==> src/rtl/exe_mul_pkg.sv <==
// Shared types and constants for the EXE-stage sequential RV32M multiplier.
package exe_mul_pkg;

  typedef enum logic [1:0] {
    MUL_LO  = 2'b00,
    MUL_HSS = 2'b01,
    MUL_HSU = 2'b10,
    MUL_HUU = 2'b11
  } mul_op_t;

  typedef enum logic [1:0] {
    IDLE,
    CALC,
    FIX
  } mul_state_t;

  localparam int MUL_ITERS = 32;

endpackage

==> src/rtl/carry_lookahead_adder64.sv <==
// 64-bit parallel-prefix carry-lookahead adder, no carry-in, carry-out dropped.
module carry_lookahead_adder64 (
  input  logic [63:0] a,
  input  logic [63:0] b,
  output logic [63:0] sum
);

  logic [63:0] gk;
  logic [63:0] pk;

  // Kogge-Stone prefix: after the last level gk[i] is the carry out of bit i.
  always_comb begin
    gk = a & b;
    pk = a ^ b;
    for (int d = 1; d < 64; d = d * 2) begin
      gk = gk | (pk & (gk << d));
      pk = pk & (pk << d);
    end
    sum = a ^ b ^ {gk[62:0], 1'b0};
  end

endmodule

==> src/rtl/exe_seq_multiplier.sv <==
// Multi-cycle RV32M multiplier: radix-2 shift-add over magnitudes, then sign fix.
//   state | meaning
//   IDLE  | waiting for start; done pulse may be high here
//   CALC  | one shift-add iteration per cycle, ITERS cycles
//   FIX   | conditional two's-complement of the product, result capture
module exe_seq_multiplier
  import exe_mul_pkg::*;
#(
  parameter int XLEN  = 32,
  parameter int ITERS = MUL_ITERS
) (
  input  logic            clk,
  input  logic            rst_n,
  input  logic            start,
  input  logic [1:0]      op,
  input  logic [XLEN-1:0] a,
  input  logic [XLEN-1:0] b,
  input  logic            flush,
  output logic            busy,
  output logic            done,
  output logic [XLEN-1:0] result
);

  localparam int CW = $clog2(ITERS);

  mul_state_t state, state_nxt;
  mul_op_t    op_q;
  logic [31:0]   mcand;
  logic [63:0]   prod;
  logic          neg;
  logic [CW-1:0] count;

  logic          a_signed, b_signed;
  logic [31:0]   a_mag, b_mag;
  logic [63:0]   add_a, add_b, add_sum;
  logic [32:0]   sum33;
  logic [63:0]   fix_p;

  always_ff @(posedge clk or negedge rst_n) begin
    if (!rst_n) state <= IDLE;
    else        state <= state_nxt;
  end

  always_comb begin
    state_nxt = state;
    case (state)
      IDLE: if (start && !flush) state_nxt = CALC;
      CALC: begin
        if (flush)                          state_nxt = IDLE;
        else if (count == CW'(ITERS - 1))   state_nxt = FIX;
      end
      FIX:     state_nxt = IDLE;
      default: state_nxt = IDLE;
    endcase
  end

  assign busy = (state == CALC) || (state == FIX);

  // Magnitudes use plain subtraction so the shared adder stays free.
  always_comb begin
    a_signed = (mul_op_t'(op) == MUL_HSS) || (mul_op_t'(op) == MUL_HSU);
    b_signed = (mul_op_t'(op) == MUL_HSS);
    a_mag    = (a_signed && a[31]) ? (32'd0 - a) : a;
    b_mag    = (b_signed && b[31]) ? (32'd0 - b) : b;
  end

  // One adder serves both phases: accumulate in CALC, negate in FIX.
  always_comb begin
    add_a = {32'd0, prod[63:32]};
    add_b = {32'd0, mcand};
    if (state == FIX) begin
      add_a = ~prod;
      add_b = 64'd1;
    end
  end

  carry_lookahead_adder64 u_cla (
    .a   (add_a),
    .b   (add_b),
    .sum (add_sum)
  );

  assign sum33 = prod[0] ? add_sum[32:0] : {1'b0, prod[63:32]};
  assign fix_p = neg ? add_sum : prod;

  always_ff @(posedge clk or negedge rst_n) begin
    if (!rst_n) begin
      op_q   <= MUL_LO;
      mcand  <= '0;
      prod   <= '0;
      neg    <= 1'b0;
      count  <= '0;
      result <= '0;
      done   <= 1'b0;
    end else begin
      done <= 1'b0;
      case (state)
        IDLE: begin
          if (start && !flush) begin
            op_q  <= mul_op_t'(op);
            mcand <= a_mag;
            prod  <= {32'd0, b_mag};
            neg   <= (a_signed & a[31]) ^ (b_signed & b[31]);
            count <= '0;
          end
        end
        CALC: begin
          if (!flush) begin
            prod  <= {sum33, prod[31:1]};
            count <= count + CW'(1);
          end
        end
        FIX: begin
          if (!flush) begin
            result <= (op_q == MUL_LO) ? fix_p[31:0] : fix_p[63:32];
            done   <= 1'b1;
          end
        end
        default: ;
      endcase
    end
  end

endmodule

==> config.mk <==
export PLATFORM = sky130hd
export DESIGN_NAME = exe_seq_multiplier
export DESIGN_NICKNAME = d
export VERILOG_FILES = /design/src/rtl/exe_mul_pkg.sv /design/src/rtl/carry_lookahead_adder64.sv /design/src/rtl/exe_seq_multiplier.sv
export SDC_FILE = /design/constraint.sdc
export NUM_CORES = 1
export LEC_CHECK = 0
export CAP_MARGIN = 20
export CORE_ASPECT_RATIO = 0.8
export CORE_MARGIN = 2
export CORE_UTILIZATION = 42
export DETAILED_ROUTE_END_ITERATION = 7
export DONT_BUFFER_PORTS = 1
export PLACE_DENSITY = 0.58
export SKIP_CTS_REPAIR_TIMING = 1
export SLEW_MARGIN = 25
export SYNTH_ARGS = -nofsm -noshare
export SYNTH_HDL_FRONTEND = slang
export SYNTH_SLANG_ARGS = --single-unit
==> constraint.sdc <==
create_clock -name clk -period 4.2 [get_ports clk]
set_input_delay 0.42 -clock clk [delete_from_list [all_inputs] [get_ports clk]]
set_output_delay 0.42 -clock clk [all_outputs]
set_load 0.1 [all_outputs]
; Word level (Yosys, flattened, before mapping)
; Index checks and enable logic that the tools add are counted.
[totals]
regBits = 139
inputBits = 70
[classes]
addsub = 3
n_eq_ne = 8
mux = 19
bitwise = 25
n_reduce_logical = 13
[op_table]
columns = operator, n
row1 = AND 63 bit, 11
row2 = OR 63 bit, 6
row3 = 2-to-1 mux 64 bit, 4
row4 = 2-to-1 mux 32 bit, 4
row5 = case mux 64 bit (2 select lines), 1
row6 = NOT 64 bit, 1
row7 = subtractor 1 x 32 -> 32 bit (first input constant), 2
row8 = XOR 64 x 32 -> 64 bit, 1
row9 = XOR 64 bit, 1
row10 = AND 63 x 32 -> 63 bit, 1
row11 = 2-to-1 mux 33 bit, 1
row12 = 2-to-1 mux 5 bit, 2
row13 = case mux 5 bit (2 select lines), 1
row14 = 2-to-1 mux 2 bit, 3
row15 = AND reduction 2 bit, 3
row16 = adder 5 x 1 -> 5 bit (second input constant), 1
row17 = == test 5 bit (second input constant), 1
row18 = == test 2 x 1 -> 1 bit (second input constant), 2
row19 = == test 2 bit (second input constant), 2
row20 = logical NOT 2 bit, 2
row21 = != test 2 bit (second input constant), 2
row22 = case mux 2 bit (2 select lines), 1
row23 = logical AND 1 bit, 3
row24 = != test 3 bit (second input constant), 1
row25 = other kinds (8), 11

; Longest topological paths before layout
; Gate-level depths: netlist (run 1).
[depth]
word_depth = 19
ltp_mapped = 19
depth_no_buf = 16

; Modules after synthesis
; A second synthesis (run 1) with hierarchy kept.
[hier_totals]
cells_unflattened = 1473
hier_area_um2 = 12654.6
[by_module_without_submodules]
columns = mod, n_inst, cells_each, area_each_um2, seq_area_each_um2
row1 = exe_seq_multiplier, 1, 933, 8856.0, 3478.3
row2 = carry_lookahead_adder64, 1, 540, 3798.6, 0.0

; Worst setup path after synthesis (run 1)
; No wires, ideal clock.
[synth_path]
kind = register to register
start = reg state[0]
end = reg result[22]
setup_time_ps = 82
arrival_ps = 3945
required_ps = 4118
path_slack_ps = 173
stages_incl_launch_ff = 17
synth_period_minus_slack_ps = 4027
cell_sequence = dfrtp_1 -> inv_1 -> ha_1 -> clkbuf_1 -> clkbuf_1 -> mux2i_1 -> ha_1 -> nand2_1 -> nor2_1 -> o41ai_1 -> o221ai_4 -> a211oi_2 -> or2_1 -> buf_2 -> nor3_1 -> mux2_1 -> a31oi_1
[synth_between]
elab_chain_len = 17
elab_cells_between_ends = 26
[synth_rtl]
columns = item, line
row1 = from (decl), exe_seq_multiplier.sv:26  ; mul_state_t state, state_nxt;
row2 = from (signal assigned), exe_seq_multiplier.sv:41  ; else state <= state_nxt;
row3 = == test 2 bit (*), "exe_seq_multiplier.sv:71, exe_seq_multiplier.sv:97"
row4 = 2-to-1 mux 64 bit or 2-to-1 mux 32 bit (tied branches), exe_seq_multiplier.sv:71  ; if (state == FIX) begin
row5 = XOR 64 x 32 -> 64 bit or AND 63 x 32 -> 63 bit (tied branches), "carry_lookahead_adder64.sv:14, carry_lookahead_adder64.sv:13"
row6 = AND 63 bit, carry_lookahead_adder64.sv:16  ; gk = gk | (pk & (gk << d));
row7 = OR 63 bit, carry_lookahead_adder64.sv:16
row8 = AND 63 bit, carry_lookahead_adder64.sv:16
row9 = OR 63 bit, carry_lookahead_adder64.sv:16
row10 = AND 63 bit, carry_lookahead_adder64.sv:16
row11 = OR 63 bit, carry_lookahead_adder64.sv:16
row12 = AND 63 bit, carry_lookahead_adder64.sv:16
row13 = OR 63 bit, carry_lookahead_adder64.sv:16
row14 = AND 63 bit or OR 63 bit (tied branches), carry_lookahead_adder64.sv:16
row15 = OR 63 bit or AND 63 bit (tied branches), carry_lookahead_adder64.sv:16
row16 = OR 63 bit, carry_lookahead_adder64.sv:16
row17 = XOR 64 bit, carry_lookahead_adder64.sv:19  ; sum = a ^ b ^ {gk[62:0], 1'b0};
row18 = 2-to-1 mux 64 bit, exe_seq_multiplier.sv:84  ; assign fix_p = neg ? add_sum : prod;
row19 = 2-to-1 mux 32 bit, exe_seq_multiplier.sv:115  ; result <= (op_q == MUL_LO) ? fix_p[31:0] : fix_p[63:32];
row20 = to (signal assigned), exe_seq_multiplier.sv:115
row21 = to (decl), exe_seq_multiplier.sv:21  ; output logic [XLEN-1:0] result
; Every way passes the cells marked *; elsewhere a longest branch is shown, timed or not.
; A chain may end at the register's enable or synchronous reset.

; Final worst setup path (run 1)
[layout_path]
start = reg state[0]
end = reg result[20]
; The elaborated chain is that of the path after synthesis.

==> run summary, run 1 <==
status: finished with violations
failing checks: negative hold slack
sequential area share after synthesis: 0.311
Worst Path Max Fanout: 44
Root Driver: clkbuf_16
NumNets Final: 1519
Clock Skew: 0.0108 ns
Cells after DPL: 1744
static leakage: 5.13 nW
# diodes: 0
Post-synth EDFFs: 0
final setup margin: 0.127 ns
Critical-path top delay cell: o31a_2
first-pass GRT wire length: 57800 um
via count: 10700
TritonRoute pass-1 iters: 6
Iteration-0 DRC Markers: 1062
core area: 0.0262 mm^2
Die ar.: 0.0280 mm^2
post-place setup slack: 0.156 ns
Pins Over Slew Limit: 0
post-layout min period: 4.07 ns
launch point of the worst reg-to-reg path: state[0]$_DFFE_PN0P_
CTS Buffer Depth: 2
die height: 150 um
Worst path depth: 14
Clock Latency Late Sink: 0.44 ns
row count: 53
Syn-to-layout area delta: 10.3%
CP Capture Type: flip-flop
Top delay family on crit path: compound AO/OA/AOI/OAI gates
synthesized instance count: 1421
port buffer count: 0
Final ANT Viol Nets: 0
routability congestion estimate: 0.982
most frequent cells in the layout: 161 x nand2_1, 139 x nor2_1, 137 x dfrtp_1, 129 x o21ai_0, 124 x a21oi_1
Initial Util: 0.427
H-tree levels: 4
largest net degree at the start of global routing: 140
Yosys Warn Count: 0
drc violations: 0
Min-Delay Path Class: in -> async
area of the multi-input gates: 0.00722 mm^2
count of final setup violators: 0
Worst EP arrival: 4.39 ns
commonest non-fill, non-tap cell in the layout: nand2_1
Hold Fails Final Rpt: 34
register area: 0.00348 mm^2
Top FF cell, synth: dfrtp_1
syn_nets: 1533
Layout Cells excl Fill: 1777
R2R cell count: 14
Buf/Inv on CP: 2
Ports: 104
CP Data Required Time: 4.52 ns
Post-DP Area: 0.0117 mm^2
total track usage: 0.270
CP startpoint kind: flip-flop
clock input transition at the sequential cells of the worst setup and hold paths: 0.06 ns
VDD IR-drop max: 305 uV
post-synthesis async set-or-reset flop share: 1.00
clk sinks: 139
crit path cell chain: inv_1 > ha_2 > buf_12 > mux2_2 > fa_1 > nor2b_1 > o31a_1 > nor3_1 > o21ai_1 > a21oi_1 > o31a_2 > nor4_2 > mux2i_1 > a221o_1
post-synthesis cell area: 0.0112 mm^2
Netlist cell types: 85
Via density: 6.00
total gr overflow: 0
syn_area_per_cell: 7.87 um^2
routed len/inst: 21.3 um
share of layout cells above drive strength 1: 0.0937
Die X: 186 um
crit path launch: state[0]$_DFFE_PN0P_
fill count: 2615
worst-margin pin slew: 1.02 ns
final instance area: 0.0123 mm^2
Fin Hold WS: -0.0541 ns
Final Util: 0.471
Yosys reg bits: 139
final wirelength: 37800 um
CTS Buf Count: 17
antenna violations before repair: 0
kind of critical path: reg -> reg
CTS tree: done
Max-slew headroom: 0.318
post-DP HPWL: 28200 um
period utilisation layout: 0.970
CP peak stage delay: 0.50 ns
PD cells: 661 mW/mm^2
fmax: 246 MHz
vias in the first global route: 9943
Max-Cap Viols: 0
-- metal layers --
layer  GRT usage  up-vias  part of all wire
met1       0.369     5080              0.44
met4       0.111        0             0.039
li1            -     5054                 -
met3      0.0528       75             0.081
met5           0        -                 0
met2       0.422      454              0.44
-- power by group --
part	total (mW)	switching [mW]	internal, mW
registers	2.28	0.515	1.77
clock network	1.47	0.607	0.859
logic	4.40	2.77	1.64
total	8.15	3.89	4.26
-- synth_stat cells (3+ instances only) --
library cell / number / area share
a21oi_1: 126 / 0.056
and4_1: 3 / 0.0023
o31ai_1: 13 / 0.0087
o21bai_1: 6 / 0.0040
inv_1: 51 / 0.017
o22ai_1: 23 / 0.013
and2_1: 4 / 0.0022
nor3_1: 35 / 0.016
a21o_1: 16 / 0.011
nor3b_1: 3 / 0.0020
a221oi_1: 3 / 0.0023
xnor2_1: 55 / 0.043
o31a_1: 4 / 0.0031
nand2_1: 161 / 0.054
mux2_2: 6 / 0.0060
nor2b_1: 38 / 0.021
a32o_1: 3 / 0.0027
or2_2: 3 / 0.0017
clkbuf_1: 77 / 0.026
or4_4: 3 / 0.0030
buf_1: 6 / 0.0020
and3_1: 7 / 0.0039
nand4_1: 11 / 0.0062
o41ai_1: 8 / 0.0063
or4_1: 3 / 0.0020
nor4_2: 3 / 0.0034
nor4_1: 13 / 0.0073
xor2_1: 41 / 0.032
mux2i_1: 72 / 0.064
a21boi_0: 4 / 0.0027
nand2b_1: 12 / 0.0067
a31oi_1: 14 / 0.0078
ha_1: 41 / 0.046
dfrtp_1: 139 / 0.31
or3_1: 18 / 0.010
o21ai_1: 7 / 0.0031
o221ai_1: 4 / 0.0031
a211oi_1: 13 / 0.0087
nor2_1: 141 / 0.047
nand3_1: 39 / 0.017
o21ai_0: 130 / 0.058
o211ai_1: 6 / 0.0040
-- logic make-up (layout without fill, tap and decap cells) --
kind of cell / count (synthesis) / count (layout) / synth area share
DFF: 139 / 139 / 0.311
muxes: 79 / 79 / 0.0715
xor gates and xnor gates: 96 / 96 / 0.0752
AOI/OAI and AO/OA: 412 / 412 / 0.226
and+or+nand+nor: 512 / 512 / 0.220
adders and majority gates: 42 / 42 / 0.0477
buffers and inverters: 141 / 140 / 0.0489
-- path summary, 6_finish.rpt --
| check | endpoint | slack, ns |
|---|---|---|
| max | result[20]$_DFFE_PN0P_ | 0.13 |
| min in group clk | state[0]$_DFFE_PN0P_ | 0.12 |
| max reg2reg | result[20]$_DFFE_PN0P_ | 0.13 |
| min | mcand[25]$_DFFE_PN0P_ | -0.05 |
| min reg2reg | mcand[17]$_DFFE_PN0P_ | 0.47 |
| max in group asynchronous | prod[0]$_DFFE_PN0P_ | 3.61 |
-- state kept, by name (all words and copies together) (netlist names) --
| register | count |
|---|---|
| prod | 64 |
| mcand | 32 |
| result | 32 |
| count | 5 |
| op_q | 2 |
| state | 2 |
| done | 1 |
| neg | 1 |
-- stage by stage --
step | TNS (ns) | hold WS, ns | power (mW)
3_5_place_dp | 0 | 0.133 | 6.55
3_3_place_gp | 0 | 0.134 | 6.53
4_1_cts | 0 | -0.330 | 8.04
6_report | 0 | -0.0541 | 8.15
5_1_grt | -0.0143 | 0.0358 | 8.71
2_1_floorplan | 0 | 0.124 | 5.20
-- final cells by class --
type	instances	share of cell area
clock inverters	7	0.00537
repair buffers	55	0.0361
flip-flops and latches	139	0.282
well taps	357	0.0362
clock buffers	25	0.0393
inverters	53	0.0161
multi-input cells	1141	0.585
Note: power is estimated with default switching activity, not from simulation.
==> run 2, diff against run 1 <==
Settings changed: CTS_CLUSTER_SIZE set to 20, SETUP_SLACK_MARGIN set to 0.2, SLEW_MARGIN 25 to unset.
==> run 2 against run 1 <==
- the flow still finishes with violations (negative hold slack)
- setup slack better by 0.17 ns
- non-clock buffer count fell by 8
- global-route usage increased by 0.43 points
- utilization increased by 0.44 points
- cell area increased by 0.94%
- critical path type unchanged
- sequential share of layout area fell by 0.26 points
- combinational power is 0.9% higher
- routed wire length increased by 1.8%
- critical path depth is the same
- sequential power about the same
- final cell count decreased by 0.39%
- critical endpoint is now result[11]$_DFFE_PN0P_
==> run summary, run 2 (synthesized netlist as in run 1, its figures left out) <==
Iteration-0 DRC Markers: 1206
count of final setup violators: 0
share of layout cells above drive strength 1: 0.103
Tot Pwr: 8.24 mW
Pins Over Slew Limit: 0
cell-internal power: 4.26 mW
row count: 53
Max-Cap Viols: 0
routed len/inst: 21.7 um
first-pass GRT wire length: 58800 um
clk sinks: 139
biggest regs: prod x64, mcand x32, result x32
Root Driver: clkbuf_16
Die X: 186 um
final wirelength: 38500 um
CP Data Required Time: 4.50 ns
Die ar.: 0.0280 mm^2
final setup margin: 0.296 ns
VDD IR-drop max: 348 uV
commonest non-fill, non-tap cell in the layout: nand2_1
die height: 150 um
sw frac: 0.483
TritonRoute pass-1 iters: 6
routability congestion estimate: 0.989
most frequent cells in the layout: 160 x nand2_1, 139 x nor2_1, 137 x dfrtp_1, 125 x o21ai_0, 124 x a21oi_1
Max-slew headroom: 0.255
drc violations: 0
R2R cell count: 14
H-tree levels: 4
largest net degree at the start of global routing: 140
total gr overflow: 0
post-DP HPWL: 28400 um
vias in the first global route: 9948
Hold Fails Final Rpt: 44
CTS Buffer Depth: 2
period utilisation layout: 0.929
CP startpoint kind: flip-flop
core area: 0.0262 mm^2
CP Capture Type: flip-flop
Min-Delay Path Class: in -> async
failing checks: negative hold slack
Worst Path Max Fanout: 17
Ports: 104
Comb power frac: 0.539
post-place setup slack: 0.00643 ns
Initial Util: 0.427
clock share of power: 0.184
total track usage: 0.275
CTS Buf Count: 17
kind of critical path: reg -> reg
NumNets Final: 1511
fill count: 2605
RSZ-0062 raised after global routing: false
sequential share of power: 0.277
CTS tree: done
status: finished with violations
clock input transition at the sequential cells of the worst setup and hold paths: 0.06 ns
Worst EP arrival: 4.21 ns
static leakage: 5.15 nW
Final ANT Viol Nets: 0
fmax: 256 MHz
Biggest register: prod
PD cells: 662 mW/mm^2
Fin Hold WS: -0.0528 ns
antenna violations before repair: 1
P_sw: 3.98 mW
Clock Latency Late Sink: 0.44 ns
max reg flops: 64
Via density: 6.01
port buffer count: 0
Clock Skew: 0.00942 ns
via count: 10600
post-layout min period: 3.90 ns
Syn-to-layout area delta: 11.4%
worst-margin pin slew: 1.11 ns
==> run 2: cell count changes in the layout (fill, tap and decap cells not counted), moves of 3 or more <==
cell,before,now
buf_4,53,41
clkinvlp_4,1,4
o21ai_0,129,125
mux2i_2,0,3
o21ai_1,8,11
nor3_1,34,31
clkbuf_1,5,2
mux2i_1,72,69
==> run 2: power groups by stage <==
| stage | Sequential (mW) | Combinational, mW | Clock (mW) |
|---|---|---|---|
| after CTS | 2.27 | 4.25 | 1.53 |
| after global routing | 2.33 | 4.86 | 1.60 |
| final | 2.28 | 4.44 | 1.52 |
| after detailed placement | 2.29 | 4.23 | 0 |
| after floorplan | 2.05 | 3.14 | 0 |
| after global placement | 2.29 | 4.20 | 0 |
==> run 2: final timing paths <==
check | from | to | slack, ns
min in group clk | flush | state[0]$_DFFE_PN0P_ | 0.10
setup / recovery | state[0]$_DFFE_PN0P_ | result[11]$_DFFE_PN0P_ | 0.30
hold / removal | rst_n | mcand[25]$_DFFE_PN0P_ | -0.05
max in group asynchronous | rst_n | prod[0]$_DFFE_PN0P_ | 3.61
hold reg to reg | mcand[23]$_DFFE_PN0P_ | mcand[23]$_DFFE_PN0P_ | 0.48
setup reg to reg | state[0]$_DFFE_PN0P_ | result[11]$_DFFE_PN0P_ | 0.30
==> run 2: layer usage <==
metal	part of all wire	vias to the layer above	GRT usage
li1	-	5038	-
met1	0.43	5028	0.371
met2	0.44	492	0.421
met3	0.096	81	0.0704
met4	0.039	0	0.111
met5	0	-	0
==> run 2: worst max-delay path: stages, from the launching register on <==
cell and delay (ns):
dfrtp_1 0.42, inv_2 0.13, ha_4 0.19, buf_12 0.21, mux2i_1 0.36, ha_1 0.37, a21oi_1 0.20, o21ai_0 0.14
a211oi_2 0.28, o31ai_2 0.13, and2_1 0.18, o31a_2 0.47, and3_1 0.22, o21ai_0 0.33, a21oi_1 0.13
==> run 2: layout make-up <==
class	count	area, um^2	area share
diodes	1	2.50	0.000201
clock buffers	23	488	0.0392
clock inverters	9	87.6	0.00703
inverters	53	199	0.0160
multi-input cells	1141	7340	0.589
flip-flops and latches	139	3480	0.279
well taps	357	447	0.0359
repair buffers	47	418	0.0335
==> run 2: per-stage QoR <==
stage / instances / util / instance area [um^2] / TNS [ns]
detailed placement: 1736 / 0.446 / 11700 / 0
global placement: 1735 / 0.446 / 11700 / 0
CTS: 1768 / 0.468 / 12300 / -0.00945
global route: 1769 / 0.476 / 12500 / 0
finish: 1770 / 0.476 / 12500 / 0
floorplan: 1421 / - / 11200 / 0
==> run 3, diff against run 2 <==
Settings changed: TNS_END_PERCENT set to 10.
==> results of run 3 <==
The final DEF is identical to that of run 2; final timing and power are the same.
